`src/rtl/detector_borda_pkg.sv`:
```
// Shared edge-mode encoding and pulse-selection helper for the multi-channel edge detector.
package detector_borda_pkg;

  typedef logic [1:0] mode_t;

  localparam mode_t MODO_OFF     = 2'b00;
  localparam mode_t MODO_SUBIDA  = 2'b01;
  localparam mode_t MODO_DESCIDA = 2'b10;
  localparam mode_t MODO_AMBAS   = 2'b11;

  function automatic logic pulso_sel(input mode_t modo, input logic rise, input logic fall);
    logic p;
    p = 1'b0;
    case (modo)
      MODO_SUBIDA:  p = rise;
      MODO_DESCIDA: p = fall;
      MODO_AMBAS:   p = rise | fall;
      default:      p = 1'b0;
    endcase
    return p;
  endfunction

endpackage

```
`src/rtl/detector_borda_canal.sv`:
```
// One detector channel: synchroniser, optional debounce (DETECTOR_DEBOUNCE_EN),
// edge compute, sticky pending flag and saturating event counter.
module detector_borda_canal
  import detector_borda_pkg::*;
#(
  parameter int SYNC_STAGES = 2,
  parameter int CNT_W       = 8,
  parameter int DEB_CYCLES  = 4
) (
  input  logic             clk,
  input  logic             rst,
  input  logic             entrada,
  input  mode_t            modo,
  input  logic             limpa,
  output logic             detector,
  output logic             pendente,
  output logic [CNT_W-1:0] contagem
);

  localparam logic [CNT_W-1:0] CNT_MAX = '1;

  logic s;
  logic nivel;
  logic prev;
  logic rise;
  logic fall;

  generate
    if (SYNC_STAGES == 0) begin : g_bypass
      assign s = entrada;
    end else begin : g_sync
      logic [SYNC_STAGES-1:0] chain;
      always_ff @(posedge clk or negedge rst) begin
        if (!rst) chain <= '0;
        else      chain <= (chain << 1) | SYNC_STAGES'(entrada);
      end
      assign s = chain[SYNC_STAGES-1];
    end
  endgenerate

`ifdef DETECTOR_DEBOUNCE_EN
  localparam int DW = $clog2(DEB_CYCLES) + 1;
  logic          f;
  logic [DW-1:0] ctr;

  // f only follows s once s has disagreed with it for DEB_CYCLES consecutive cycles
  always_ff @(posedge clk or negedge rst) begin
    if (!rst) begin
      f   <= 1'b0;
      ctr <= '0;
    end else if (s == f) begin
      ctr <= '0;
    end else if (ctr == DW'(DEB_CYCLES - 1)) begin
      f   <= s;
      ctr <= '0;
    end else begin
      ctr <= ctr + DW'(1);
    end
  end
  assign nivel = f;
`else
  assign nivel = s;
`endif

  assign rise = nivel & ~prev;
  assign fall = ~nivel & prev;

  always_ff @(posedge clk or negedge rst) begin
    if (!rst) begin
      prev     <= 1'b0;
      detector <= 1'b0;
    end else begin
      prev     <= nivel;
      detector <= pulso_sel(modo, rise, fall);
    end
  end

  // A pulse coinciding with a clear wins, so the event is never lost
  always_ff @(posedge clk or negedge rst) begin
    if (!rst) begin
      pendente <= 1'b0;
      contagem <= '0;
    end else if (detector) begin
      pendente <= 1'b1;
      if (limpa)                    contagem <= CNT_W'(1);
      else if (contagem != CNT_MAX) contagem <= contagem + CNT_W'(1);
    end else if (limpa) begin
      pendente <= 1'b0;
      contagem <= '0;
    end
  end

endmodule

```
`src/rtl/detector_borda_multi.sv`:
```
// Multi-channel edge detector top: N_CH independent channels plus a summarising irq.
// Optional debounce filter enabled by defining DETECTOR_DEBOUNCE_EN.
module detector_borda_multi
  import detector_borda_pkg::*;
#(
  parameter int N_CH        = 2,
  parameter int SYNC_STAGES = 2,
  parameter int CNT_W       = 8,
  parameter int DEB_CYCLES  = 4
) (
  input  logic                  clk,
  input  logic                  rst,
  input  logic [N_CH-1:0]       entrada,
  input  logic [2*N_CH-1:0]     modo,
  input  logic [N_CH-1:0]       limpa,
  output logic [N_CH-1:0]       detector,
  output logic [N_CH-1:0]       pendente,
  output logic [N_CH*CNT_W-1:0] contagem,
  output logic                  irq
);

  generate
    for (genvar i = 0; i < N_CH; i++) begin : g_canal
      detector_borda_canal #(
        .SYNC_STAGES(SYNC_STAGES),
        .CNT_W      (CNT_W),
        .DEB_CYCLES (DEB_CYCLES)
      ) u_canal (
        .clk     (clk),
        .rst     (rst),
        .entrada (entrada[i]),
        .modo    (mode_t'(modo[2*i +: 2])),
        .limpa   (limpa[i]),
        .detector(detector[i]),
        .pendente(pendente[i]),
        .contagem(contagem[i*CNT_W +: CNT_W])
      );
    end
  endgenerate

  always_ff @(posedge clk or negedge rst) begin
    if (!rst) irq <= 1'b0;
    else      irq <= |pendente;
  end

endmodule

```
`config.mk`:
```
export PLATFORM = sky130hd
export DESIGN_NAME = detector_borda_multi
export DESIGN_NICKNAME = d
export VERILOG_FILES = /design/src/rtl/detector_borda_pkg.sv /design/src/rtl/detector_borda_canal.sv /design/src/rtl/detector_borda_multi.sv
export SDC_FILE = /design/constraint.sdc
export NUM_CORES = 1
export LEC_CHECK = 0
export CORE_MARGIN = 2
export CORE_UTILIZATION = 55
export CTS_BUF_LIST = sky130_fd_sc_hd__clkbuf_16
export DETAILED_ROUTE_END_ITERATION = 7
export DONT_BUFFER_PORTS = 1
export PLACE_DENSITY = 0.7
export SLEW_MARGIN = 25
export SYNTH_ARGS = -nofsm -noshare
export SYNTH_HDL_FRONTEND = slang
export SYNTH_SLANG_ARGS = --single-unit
export TNS_END_PERCENT = 10
```
`constraint.sdc`:
```
create_clock -name clk -period 1.8 [get_ports clk]
set_input_delay 0.27 -clock clk [delete_from_list [all_inputs] [get_ports clk]]
set_output_delay 0.27 -clock clk [all_outputs]
set_load 0.02 [all_outputs]
```
==> results.json <==
{
  "fin_crit_sh_pct": 91.0,
  "synth_edf_count": 0,
  "num_vias": 987,
  "slew_headroom_pct": 75.1,
  "drt_iter0_drc": 16,
  "fin_tns_setup_ns": 0,
  "grt.met1_usage_pct": 23.3,
  "cts_buffers": 3,
  "synthesis.nets": 145,
  "drive_above_1_share_pct": 11.9,
  "critPathKind": "reg -> reg",
  "cts_max_level": 1,
  "drc": 0,
  "place.gp.congestion": 0.721,
  "clockBufferDepth": 2,
  "coreArea_mm2": 0.00223,
  "grtUsageMet2_pct": 37.9,
  "grt-ovfl-total": 0,
  "syn_to_final_growth_pct": 11.4,
  "synth_top_cell_by_area": "dfrtp_1",
  "worst-path-max-fanout": 5,
  "via_per_inst": 6.09,
  "end_kind": "register",
  "grt_max_degree": 28,
  "io-pin-count": 31,
  "final_area_mm2": 0.00147,
  "synthArstFlopShare_pct": 100,
  "grt_use_met3_pct": 5.08,
  "synth.top_cells.by_count": "dfrtp_1, nor2_1, inv_1, nand2_1",
  "die_width_um": 53.0,
  "power_mw": 1.31,
  "first_pass_iters": 4,
  "routedWlPerCell_um": 15.5,
  "die_h_um": 53.0,
  "dpl_cell_area_mm2": 0.00136,
  "crit_required_ns": 1.95,
  "grt_usage_pct": 20.6,
  "initial_core_util_pct": 59.2,
  "r2r_cells": 5,
  "die_area_mm2": 0.00281,
  "worstSetupStartpoint": "g_canal[0].u_canal.contagem[0]$_DFFE_PN0P_",
  "rsz0062_at_grt": "false",
  "grt_antenna_before_repair": 0,
  "critPathCapture": "g_canal[0].u_canal.contagem[1]$_DFFE_PN0P_",
  "min_path_type": "in -> reg",
  "worstPathArrival_ns": 1.79,
  "nNetsFinal": 151,
  "finalNonFillerCells": 162,
  "power_density_mw_per_mm2": 892,
  "ir_worst_vdd_mv": 0.841,
  "ys_top_cells_by_area": "dfrtp_1, ha_1, nor2_1",
  "n_antenna_cell": 0,
  "cts-root-buf": "clkbuf_16",
  "antenna_left": 0,
  "hold_violations": 0,
  "rr_startpoint": "g_canal[0].u_canal.contagem[0]$_DFFE_PN0P_",
  "fillCellCount": 179,
  "port_buffers": 0,
  "utilization_pct": 65.9,
  "seq_area_frac_synth_pct": 51.1,
  "hpwlAfterDp_um": 1780,
  "setup_violations": 0,
  "rows": 17,
  "p_leak_nw": 0.645,
  "status": "completed",
  "ys_ff_latch": 27,
  "wirelength_um": 2520,
  "cts_tree": "built",
  "netlist_area_mm2": 0.00132,
  "start_kind": "register",
  "slew_violations": 0,
  "busiest_layer": "met2",
  "clock_latency_ns": 0.26,
  "cts.sinks": 27,
  "cts_resized": 0,
  "syn_area_per_cell_um2": 10.2,
  "yosysTopAreaCellShare_pct": 51.1,
  "grt_pass1_vias": 948,
  "tightest_slew_ns": 0.374,
  "synthMostInstantiatedCell": "dfrtp_1",
  "fin_crit_ns": 1.64,
  "synth_cells": 129,
  "r2r_slack_ns": 0.16,
  "clock_skew_ns": 0.00186,
  "cap_viol_max_count": 0,
  "fmax_ghz": 0.610,
  "clk_pin_slew_ns": 0.07,
  "reg2reg_to": "g_canal[0].u_canal.contagem[1]$_DFFE_PN0P_",
  "ys_warn_count": 0,
  "grt_pass1_wl_um": 4080,
  "placed_cells": 156,
  "synth-main-ff-cell": "dfrtp_1",
  "ys_types": 34
}
sequential cells by signal, indices dropped and copies added, names as in the netlist:
signal	cells
g_canal.u_canal.contagem	16
g_canal.u_canal.detector	2
g_canal.u_canal.g_sync.chain	4
g_canal.u_canal.pendente	2
g_canal.u_canal.prev	2
irq	1
cell families (layout without fill, tap and decap cells):
logic type / count (synthesis) / count (layout) / synth area share (%)
XOR/XNOR: 2 / 2 / 1.33
AND/OR/NAND/NOR: 46 / 46 / 17.5
buffers and inverters: 16 / 21 / 5.78
multiplexers: 3 / 3 / 2.27
adder cells (fa/ha/maj): 6 / 6 / 5.68
flip-flops: 27 / 27 / 51.1
AO/OA/AOI/OAI: 29 / 29 / 16.3
worst min-delay path by stage:
stage                           from                                            to  slack [ns]  cells past startpoint
after floorplan                  rst    g_canal[0].u_canal.contagem[0]$_DFFE_PN0P_       -0.03                      0
after CTS                 entrada[1]  g_canal[1].u_canal.g_sync.chain[0]$_DFF_PN0_        0.03                      0
final                     entrada[1]  g_canal[1].u_canal.g_sync.chain[0]$_DFF_PN0_        0.04                      0
after detailed placement         rst                                 irq$_DFF_PN0_       -0.03                      0
after global placement           rst                                 irq$_DFF_PN0_       -0.03                      0
after global routing      entrada[1]  g_canal[1].u_canal.g_sync.chain[0]$_DFF_PN0_        0.03                      0
per-layer routing:
layer | up-vias | wire [µm]
met2 | 36 | 1320
met1 | 478 | 1030
li1 | 469 | -
met5 | - | 0
met4 | 0 | 11
met3 | 4 | 155
through the flow:
step,worst slack (ns),hold WS [ns]
floorplan,0.218,-0.0256
global placement,0.280,-0.0250
detailed placement,0.199,-0.0251
CTS,0.151,0.0287
global route,0.0612,0.0253
finish,0.161,0.0351
power breakdown:
part	internal, mW	total (mW)	switching, mW
clock	0.302	0.507	0.205
combinational	0.0489	0.113	0.0641
sequential	0.639	0.692	0.0530
total	0.990	1.31	0.322
placed cells by master, fill, tap and decap left out:
master         synthesis  layout
or3_1                  2       2
a21o_1                 1       1
mux2i_1                3       3
o41ai_1                1       1
and4_2                 1       1
o2111a_1               1       1
dfrtp_1               27      27
nand3_1                7       7
nor2_1                11      11
nor2b_1                2       2
buf_12                 0       1
a21boi_0               1       1
o211ai_1               3       3
a41oi_1                1       1
a21oi_1                7       7
a2111oi_4              1       1
xor2_1                 1       1
and4_1                 1       1
xnor2_1                1       1
inv_1                  9       9
a21o_2                 1       1
clkinvlp_4             0       1
buf_4                  4       6
o311ai_0               1       1
nand2_1                9       9
or2_2                  1       1
a211oi_1               4       4
o21ai_0                6       6
ha_1                   6       6
clkbuf_16              0       3
nand4_1                3       3
and4_4                 1       1
and2_1                 1       1
a311oi_1               1       1
nor3_1                 7       7
dlygate4sd3_1          0       1
critical path, stage by stage (launching register included):
cell,delay [ns]
dfrtp_1,0.51
ha_1,0.29
nand4_1,0.14
o21ai_0,0.30
mux2i_1,0.23
nor2_1,0.05
area by class of cell:
| type | count | area [µm²] | area share (%) |
|---|---|---|---|
| flip-flops and latches | 27 | 676 | 45.9 |
| multi-input cells | 86 | 569 | 38.7 |
| clock buffers | 3 | 75.1 | 5.10 |
| repair buffers | 8 | 75.1 | 5.10 |
| well taps | 28 | 35.0 | 2.38 |
| inverters | 9 | 33.8 | 2.30 |
| clock inverters | 1 | 7.51 | 0.510 |
timing repair:
action                                 CTS  global route
endpoints found under the hold margin   27             0
buffers inserted                         0             0
hold buffers                             2             0
Note: power is estimated with default switching activity, not from simulation.
